File: src/rtl/seq_distance_calculator.sv
// -----------------------------------------------------------------------------
// seq_distance_calculator
//
// Sequential reuse-distance engine for one redundant weight pair per request:
//   dr = ((OW-FW)*dv + d) / S,  d = idx2-idx1,  dv = idx2/FW - idx1/FW
// Two W-bit restoring dividers run in parallel for the index quotients. One
// multiply cycle follows. Then a 2W-bit restoring divider divides by the stride.
// Latency is fixed at 3W+1 edges from acceptance to out_valid.
//
// Ports
//   clk, reset_n            clock, async active-low reset
//   in_valid / in_ready     request handshake (ready only in IDLE)
//   idx1, idx2, ow, fw, st  operands, captured on acceptance
//   out_valid / out_ready   result handshake (held in DONE until out_ready)
//   dr                      low DIST_WIDTH bits of the stride quotient
//   dist_valid              dr usable: no error, no overflow, no remainder
//   err                     illegal operands (fw==0, st==0, idx2<idx1, ow<fw)
// -----------------------------------------------------------------------------

// One restoring-division step. The dividend shifts out of quo MSB-first, and the
// quotient bits shift in at the LSB. The remainder stays below the divisor,
// so D bits hold it.
module seq_div_step #(
    parameter int N = 8,
    parameter int D = 8
) (
    input  logic [D-1:0] rem,
    input  logic [N-1:0] quo,
    input  logic [D-1:0] divisor,
    output logic [D-1:0] rem_nxt,
    output logic [N-1:0] quo_nxt
);
    logic [D:0] shifted;
    logic [D:0] diff;
    logic       ge;

    always_comb begin
        shifted = {rem, quo[N-1]};
        diff    = shifted - {1'b0, divisor};
        ge      = (shifted >= {1'b0, divisor});
        // A zero divisor can overflow rem. The caller flags err and ignores the result.
        rem_nxt = ge ? diff[D-1:0] : shifted[D-1:0];
        quo_nxt = {quo[N-2:0], ge};
    end
endmodule

module seq_distance_calculator #(
    parameter int WORD_WIDTH = 8,
    parameter int DIST_WIDTH = 7
) (
    input  logic                  clk,
    input  logic                  reset_n,
    input  logic                  in_valid,
    output logic                  in_ready,
    input  logic [WORD_WIDTH-1:0] idx1,
    input  logic [WORD_WIDTH-1:0] idx2,
    input  logic [WORD_WIDTH-1:0] ow,
    input  logic [WORD_WIDTH-1:0] fw,
    input  logic [WORD_WIDTH-1:0] st,
    output logic                  out_valid,
    input  logic                  out_ready,
    output logic [DIST_WIDTH-1:0] dr,
    output logic                  dist_valid,
    output logic                  err
);
    localparam int W  = WORD_WIDTH;
    localparam int W2 = 2 * WORD_WIDTH;
    localparam int CW = $clog2(W2 + 1);

    localparam logic [2:0] S_IDLE    = 3'd0;
    localparam logic [2:0] S_DIV_IDX = 3'd1;
    localparam logic [2:0] S_MUL     = 3'd2;
    localparam logic [2:0] S_DIV_ST  = 3'd3;
    localparam logic [2:0] S_DONE    = 3'd4;

    logic [2:0]          state;
    logic [CW-1:0]       cnt;

    // Captured operands. Index 0 holds idx1 and index 1 holds idx2.
    logic [1:0][W-1:0]   op_idx;
    logic [W-1:0]        op_ow;
    logic [W-1:0]        op_fw;
    logic [W-1:0]        op_st;

    // Index dividers. After W steps, idx_quo holds q1 and q2.
    logic [1:0][W-1:0]   idx_rem, idx_rem_nxt;
    logic [1:0][W-1:0]   idx_quo, idx_quo_nxt;

    // Stride divider. The dividend is the low 2W bits of nst.
    logic [W-1:0]        st_rem, st_rem_nxt;
    logic [W2-1:0]       st_quo, st_quo_nxt;
    logic                carry_r;

    logic [DIST_WIDTH-1:0] dr_r;
    logic                  dist_valid_r;
    logic                  err_r;

    // MUL-cycle terms. The result lands directly in the stride divider.
    logic [W-1:0]        d_c, dv_c, wd_c;
    logic [W2-1:0]       prod_c;
    logic [W2:0]         nst_c;
    logic                err_c;
    logic                dv_ok_c;

    for (genvar g = 0; g < 2; g++) begin : g_idx_div
        seq_div_step #(.N(W), .D(W)) u_idx_div (
            .rem     (idx_rem[g]),
            .quo     (idx_quo[g]),
            .divisor (op_fw),
            .rem_nxt (idx_rem_nxt[g]),
            .quo_nxt (idx_quo_nxt[g])
        );
    end

    seq_div_step #(.N(W2), .D(W)) u_st_div (
        .rem     (st_rem),
        .quo     (st_quo),
        .divisor (op_st),
        .rem_nxt (st_rem_nxt),
        .quo_nxt (st_quo_nxt)
    );

    always_comb begin
        d_c    = op_idx[1] - op_idx[0];
        dv_c   = idx_quo[1] - idx_quo[0];
        wd_c   = op_ow - op_fw;
        prod_c = W2'(wd_c) * W2'(dv_c);
        nst_c  = {1'b0, prod_c} + (W2+1)'(d_c);
        err_c  = (op_fw == '0) | (op_st == '0) | (op_idx[1] < op_idx[0]) | (op_ow < op_fw);
        // This is judged on the final divider step, so it is ready when DONE is entered.
        dv_ok_c = ~err_c & ~carry_r & ((st_quo_nxt >> DIST_WIDTH) == '0) & (st_rem_nxt == '0);
    end

    always_ff @(posedge clk or negedge reset_n) begin
        if (!reset_n) begin
            state        <= S_IDLE;
            cnt          <= '0;
            op_idx       <= '0;
            op_ow        <= '0;
            op_fw        <= '0;
            op_st        <= '0;
            idx_rem      <= '0;
            idx_quo      <= '0;
            st_rem       <= '0;
            st_quo       <= '0;
            carry_r      <= 1'b0;
            dr_r         <= '0;
            dist_valid_r <= 1'b0;
            err_r        <= 1'b0;
        end else begin
            case (state)
                S_IDLE: begin
                    if (in_valid) begin
                        op_idx  <= {idx2, idx1};
                        op_ow   <= ow;
                        op_fw   <= fw;
                        op_st   <= st;
                        idx_quo <= {idx2, idx1};
                        idx_rem <= '0;
                        cnt     <= '0;
                        state   <= S_DIV_IDX;
                    end
                end
                S_DIV_IDX: begin
                    idx_rem <= idx_rem_nxt;
                    idx_quo <= idx_quo_nxt;
                    cnt     <= cnt + 1'b1;
                    if (cnt == CW'(W - 1)) state <= S_MUL;
                end
                S_MUL: begin
                    st_quo  <= nst_c[W2-1:0];
                    st_rem  <= '0;
                    carry_r <= nst_c[W2];
                    cnt     <= '0;
                    state   <= S_DIV_ST;
                end
                S_DIV_ST: begin
                    st_rem <= st_rem_nxt;
                    st_quo <= st_quo_nxt;
                    cnt    <= cnt + 1'b1;
                    if (cnt == CW'(W2 - 1)) begin
                        dr_r         <= st_quo_nxt[DIST_WIDTH-1:0];
                        dist_valid_r <= dv_ok_c;
                        err_r        <= err_c;
                        state        <= S_DONE;
                    end
                end
                S_DONE: begin
                    if (out_ready) state <= S_IDLE;
                end
                default: state <= S_IDLE;
            endcase
        end
    end

    assign in_ready   = (state == S_IDLE);
    assign out_valid  = (state == S_DONE);
    assign dr         = dr_r;
    assign dist_valid = dist_valid_r;
    assign err        = err_r;
endmodule

File: config.mk
export PLATFORM = sky130hd
export DESIGN_NAME = seq_distance_calculator
export DESIGN_NICKNAME = d
export VERILOG_FILES = /design/src/rtl/seq_distance_calculator.sv
export SDC_FILE = /design/constraint.sdc
export NUM_CORES = 1
export LEC_CHECK = 0
export ABC_AREA = 1
export BUFFER_PORTS_ARGS = -buffer_cell sky130_fd_sc_hd__buf_2
export CORE_AREA = 10 10 141 143
export CTS_BUF_LIST = sky130_fd_sc_hd__clkbuf_16
export DETAILED_ROUTE_END_ITERATION = 8
export DIE_AREA = 0 0 151 153
export HOLD_SLACK_MARGIN = 0.12
export PLACE_DENSITY = 0.73
export SYNTH_ARGS = -nofsm -noshare
export SYNTH_HDL_FRONTEND = slang
export SYNTH_SLANG_ARGS = --single-unit
File: constraint.sdc
create_clock -name clk -period 5.95 [get_ports clk]
set_input_delay 0.595 -clock clk [delete_from_list [all_inputs] [get_ports clk]]
set_output_delay 0.595 -clock clk [all_outputs]
set_load 0.05 [all_outputs]
### Word-level counts from Yosys, hierarchy flattened

Index checks and enable logic that the tools add are counted.

* output and inout bits: 11
* RAM bits: 0
* word-level logic and storage cells: 79
* flip-flop bits (word level): 114
* memories kept: 0
* memory bits (read-only): 0
* bits in latches: 0
* input bits: 44

* multiply operators: 1
* $add $sub $neg: 8
* reduce and logical (&&, ||, !) cells: 14
* magnitude comparators: 5
* div/mod/pow operators: 0
* multiplexer cells: 16
* shifts and indexed selects: 0
* equality and inequality tests: 10
* bitwise gates (word level): 8

Operators by type and width (number)
* 16-bit one-hot mux with 2 select lines: 3
* 8-bit subtractor: 6
* 16-bit two-way mux: 2
* 9-bit by 8-bit >= comparator with 1-bit output: 3
* 8-bit zero test: 3
* 8-bit two-way mux: 3
* 16-bit by 8-bit adder with 17-bit output: 1
* 16-bit zero test: 1
* 8-bit less-than comparator: 2
* 8-bit by 8-bit multiplier with 16-bit output: 1
* 8-bit one-hot mux with 2 select lines: 1
* 3-bit one-hot mux with 5 select lines: 1
* 5-bit one-hot mux with 3 select lines: 1
* 3-bit two-way mux: 4
* 2-bit AND reduction: 4
* 3-bit by 2-bit == test with 1-bit output (second input constant): 2
* 2-bit inequality test (second input constant): 3
* 5-bit by 1-bit adder with 5-bit output (second input constant): 1
* 5-bit by 3-bit == test with 1-bit output (second input constant): 1
* 5-bit by 4-bit == test with 1-bit output (second input constant): 1
* 5-bit two-way mux: 1
* 4-bit AND reduction: 1
* 2-bit nonzero test: 2
* 1-bit bitwise AND: 3
* 8 further kinds: 11

### Depth between registers and ports, before layout

* word-level depth: 8
* depth in mapped cells: 30
* mapped depth without buffers: 30

### Modules after synthesis

A second synthesis with hierarchy kept.

* cells, all modules: 1365
* area total of the unflattened synthesis: 10353.7 um2

Modules (own cells, without submodules)
* seq_distance_calculator: instances 1, seq. area each 2852.7 um2, area each 8157.8 um2, cells an instance 1006
* seq_div_step at g_idx_div[0].u_idx_div ...: instances 2, seq. area each 0.0 um2, area each 711.9 um2, cells an instance 117
* seq_div_step at u_st_div: instances 1, seq. area each 0.0 um2, area each 772.0 um2, cells an instance 125

### Worst setup path after synthesis

No wires, ideal clock.

* path kind: register to register
* start point: register idx_quo[8] (netlist bit)
* end point: register st_quo[10]
* data required time: 5.827 ns
* setup time: 0.123 ns
* data arrival time: 5.088 ns
* path slack: 0.739 ns
* clock period less this slack: 5.211 ns
* stages on the path, launching flop included: 26
* buffers on the path: 0
* cell sequence: dfrtp_1 -> inv_1 -> ha_1 -> inv_1 -> fa_1 -> nand3_1 -> nand2_1 -> a21oi_1 -> o21bai_1 -> xor2_1 -> inv_1 -> nand2_1 -> fa_1 -> fa_1 -> inv_1 -> fa_1 -> inv_1 -> fa_1 -> inv_1 -> ha_1 -> a21oi_1 -> o21ai_0 -> a21oi_1 -> o21ai_0 -> o21ai_0 -> nand2_1

* longest elaborated chain between the ends: 4

RTL lines
* start: declaration: RTL line 87 `logic [1:0][W-1:0] idx_quo, idx_quo_nxt;`
* start signal: assignment: RTL line 158 `idx_quo <= {idx2, idx1};`
* start signal: assignment: RTL line 166 `idx_quo <= idx_quo_nxt;`
* 8-bit subtractor: RTL line 125 `dv_c = idx_quo[1] - idx_quo[0];`
* 8-bit by 8-bit multiplier with 16-bit output: RTL line 127 `prod_c = W2'(wd_c) * W2'(dv_c);`
* 16-bit by 8-bit adder with 17-bit output: RTL line 128 `nst_c = {1'b0, prod_c} + (W2+1)'(d_c);`
* 16-bit one-hot mux with 2 select lines: RTL line 151 `case (state)`
* end signal: assignment: RTL line 171 `st_quo <= nst_c[W2-1:0];`
* end signal: assignment: RTL line 179 `st_quo <= st_quo_nxt;`
* end: declaration: RTL line 91 `logic [W2-1:0] st_quo, st_quo_nxt;`

No other way between the ends.
A chain may end at the register's enable or synchronous reset.

### Worst setup path in the final report

* start point: register op_idx[0] (netlist bit)
* end point: register st_quo[10]

* longest elaborated chain between the ends: 3

RTL lines
* start: declaration: RTL line 80 `logic [1:0][W-1:0] op_idx;`
* start signal: assignment: RTL line 154 `op_idx <= {idx2, idx1};`
* 8-bit subtractor: RTL line 124 `d_c = op_idx[1] - op_idx[0];`
* 16-bit by 8-bit adder with 17-bit output: RTL line 128
* 16-bit one-hot mux with 2 select lines: RTL line 151

No other way between the ends.

==> impl_metrics.env <==
export IMPL_hold_violations=0
export IMPL_cts_sinks=114
export IMPL_wl_met2_mm=10.5
export IMPL_synth_compound_area_share_pct=11.5
export IMPL_syn_area_per_cell_um2=7.87
export IMPL_crit_type="reg2reg"
export IMPL_cp_end_kind="flop"
export IMPL_r2r_start="op_idx[0]"
export IMPL_dr_pass1_iters=5
export IMPL_top_layer="met4"
export IMPL_vias=7780
export IMPL_start_util_pct=54.7
export IMPL_drt_iter0_drc=467
export IMPL_synth_edff_count=0
export IMPL_synth_xor_area_share_pct=2.91
export IMPL_cp_startpoint="op_idx[0]"
export IMPL_synth_top_family_by_area="adder cells"
export IMPL_ant_nets=0
export IMPL_dp_cells=1451
export IMPL_htreeDepth=4
export IMPL_critPathArrivalTime_ns=5.82
export IMPL_synth_flop_cell="dfrtp_1"
export IMPL_io_pins=55
export IMPL_critPathTopFamily="adder cells"
export IMPL_port_buffer_count=54
export IMPL_mostFrequentLayoutCell="nand2_1"
export IMPL_place_congestion=0.938
export IMPL_synth_seq_cells=114
export IMPL_synth_adder_area_share_pct=22.8
export IMPL_fin_skew_ns=0.00908
export IMPL_async_flop_share_pct=100
export IMPL_grtUsageTotal_pct=20.1
export IMPL_cts_tree="yes"
export IMPL_min_path_type="in2async"
export IMPL_max_clock_freq_ghz=0.181
export IMPL_crit_chain="ha_1 > fa_1 > o21ai_0 > a21oi_1 > o21ai_0 > xnor2_1 > fa_1 > inv_1 > fa_1 > inv_1 > fa_1 > fa_1 > inv_1 > ha_1 > nand2_1 > o21ai_0 > a21oi_1 > o21ai_0 > a21oi_1 > o21ai_0 > nand2_1"
export IMPL_synthMuxAreaShare_pct=0
export IMPL_tns_ns=0
export IMPL_max_slew_margin_pct=25.6
export IMPL_synth_warnings=0
export IMPL_num_antenna_cells=0
export IMPL_synth_cell_types=46
export IMPL_met1_length_mm=10.3
export IMPL_cp_max_fo=6
export IMPL_row_count=48
export IMPL_setup_violations=0
export IMPL_post_route_period_util_pct=92.7
export IMPL_cp_start_kind="flop"
export IMPL_seq_area_frac_synth_pct=30.6
export IMPL_drv_slew=0
export IMPL_drv_cap=0
export IMPL_core_area_um2=17100
export IMPL_tightest_slew_ns=1.12
export IMPL_fp_dieArea_um2=23100
export IMPL_synth_area_um2=9330
export IMPL_rsz0062_at_grt="false"
export IMPL_globalRouteOverflowTotal=0
export IMPL_crit_slowest_cell="fa_1"
export IMPL_clk_pin_slew_worst_paths_ns=0.05
export IMPL_dpl_hpwl_mm=17.5
export IMPL_grt_pass1_wl_mm=38.0
export IMPL_clock_path_buffers=2
export IMPL_most_common_layout_cells="nand2_1 (316), inv_1 (198), dfrtp_1 (114)"
export IMPL_outcome="finished clean"
export IMPL_grt_pass1_vias=7887
export IMPL_syn_inst=1185
export IMPL_max_stage_delay_ns=0.54
export IMPL_die_h_um=153
export IMPL_period_needed_ns=5.52
export IMPL_viasPerCell=5.24
export IMPL_yosys_area_share_simple_pct=22.3
export IMPL_path_buf_inv=3
export IMPL_cts_made_buffers=17
export IMPL_route_met3_wl_um=917
export IMPL_clkLatencyLatePin_ns=0.42
export IMPL_antenna_found_initial=0
export IMPL_critPathRequiredTime_ns=6.25
export IMPL_root_buffer="clkbuf_16"
export IMPL_synth_nets=1369
export IMPL_die_w_um=151
export IMPL_wirelength_mm=22.5
export IMPL_final_cells=1486
export IMPL_fin_nets=1432
export IMPL_avgRoutedWirePerCell_um=15.1
export IMPL_layout_drive_gt1_share_pct=10.9
export IMPL_grt_max_degree=66
export IMPL_drc=0
export IMPL_postLayoutCoreUtil_pct=61.3
export IMPL_area_delta_synth_final_pct=12.0
-- flip-flops by register name, summed over array words and instances, names as in the netlist --
signal	count
dr	7
dist_valid	1
cnt	5
op_idx	16
idx_rem	16
op_ow	8
st_rem	8
state	3
err	1
op_st	8
st_quo	16
idx_quo	16
op_fw	8
carry_r	1
-- synthesized netlist by cell type, types with 8 or more instances --
cell type | instances | area [µm²]
o21ai_0 | 58 | 290
nor3_1 | 10 | 50.1
nand3_1 | 55 | 275
a21oi_1 | 48 | 240
ha_1 | 90 | 1130
o22ai_1 | 8 | 50.1
o221ai_1 | 16 | 140
nand4_1 | 8 | 50.1
dfrtp_1 | 114 | 2850
buf_2 | 8 | 40.0
xor2_1 | 22 | 193
o21ai_1 | 9 | 45.0
o211ai_1 | 16 | 120
inv_1 | 198 | 743
inv_2 | 11 | 41.3
nor2_1 | 73 | 274
xnor2_1 | 9 | 78.8
fa_1 | 50 | 1000
nand2_1 | 317 | 1190
-- metrics by stage --
step / instance area (µm²) / hold WS (ns) / worst slack (ns)
2_1_floorplan: 9330 / 0.299 / 0.739
3_3_place_gp: 9800 / 0.459 / 0.460
3_5_place_dp: 9800 / 0.466 / 0.339
4_1_cts: 10400 / 0.266 / 0.296
5_1_grt: 10500 / 0.298 / 0.0103
6_report: 10500 / 0.238 / 0.433
-- cell type report --
type,count,area [µm²]
repair buffers,64,348
well taps,225,282
clock buffers,17,425
multi-input cells,840,5580
clock inverters,15,174
fillers,1514,6610
flip-flops and latches,114,2850
inverters,211,792
-- cells by family after synthesis --
logic type	after synthesis
and+or+nand+nor	490
buffers and inverters	231
AOI/OAI and AO/OA	179
adders and majority gates	140
DFF	114
xor gates and xnor gates	31
-- metal layers --
metal  global-route usage (%)  vias to the layer above
li1                         -                     3920
met1                     26.0                     3640
met2                     32.3                      173
met3                     3.25                       47
met4                     8.62                        0
met5                        0                        -
-- worst register-to-register path, delay by kind of cell, from the launching register on --
kind	cells	cell delay, ns
xor+xnor	1	0.15
buf+inv	3	0.15
flops	1	0.40
compound gates	8	1.49
fa+ha+maj	7	3.05
simple gates	2	0.17
-- path summary, 6_finish.rpt --
kind / end / slack, ns / cells past startpoint
max in group asynchronous: idx_rem[9] / 4.50 / 2
max: st_quo[10] / 0.43 / 21
min: dr[3] / 0.24 / 1
max reg2reg: st_quo[10] / 0.43 / 21
min in group clk: op_ow[3] / 0.36 / 3
min reg2reg: dist_valid / 0.47 / 2
-- timing repair --
action	CTS	global route
setup endpoints to repair	0	9
resized for setup	0	6
setup buffers	0	3
hold buffers	0	0
Power is left out: the tool's default activity adds up to more than one toggle a clock period on the data nets, which glitch-free logic cannot reach.
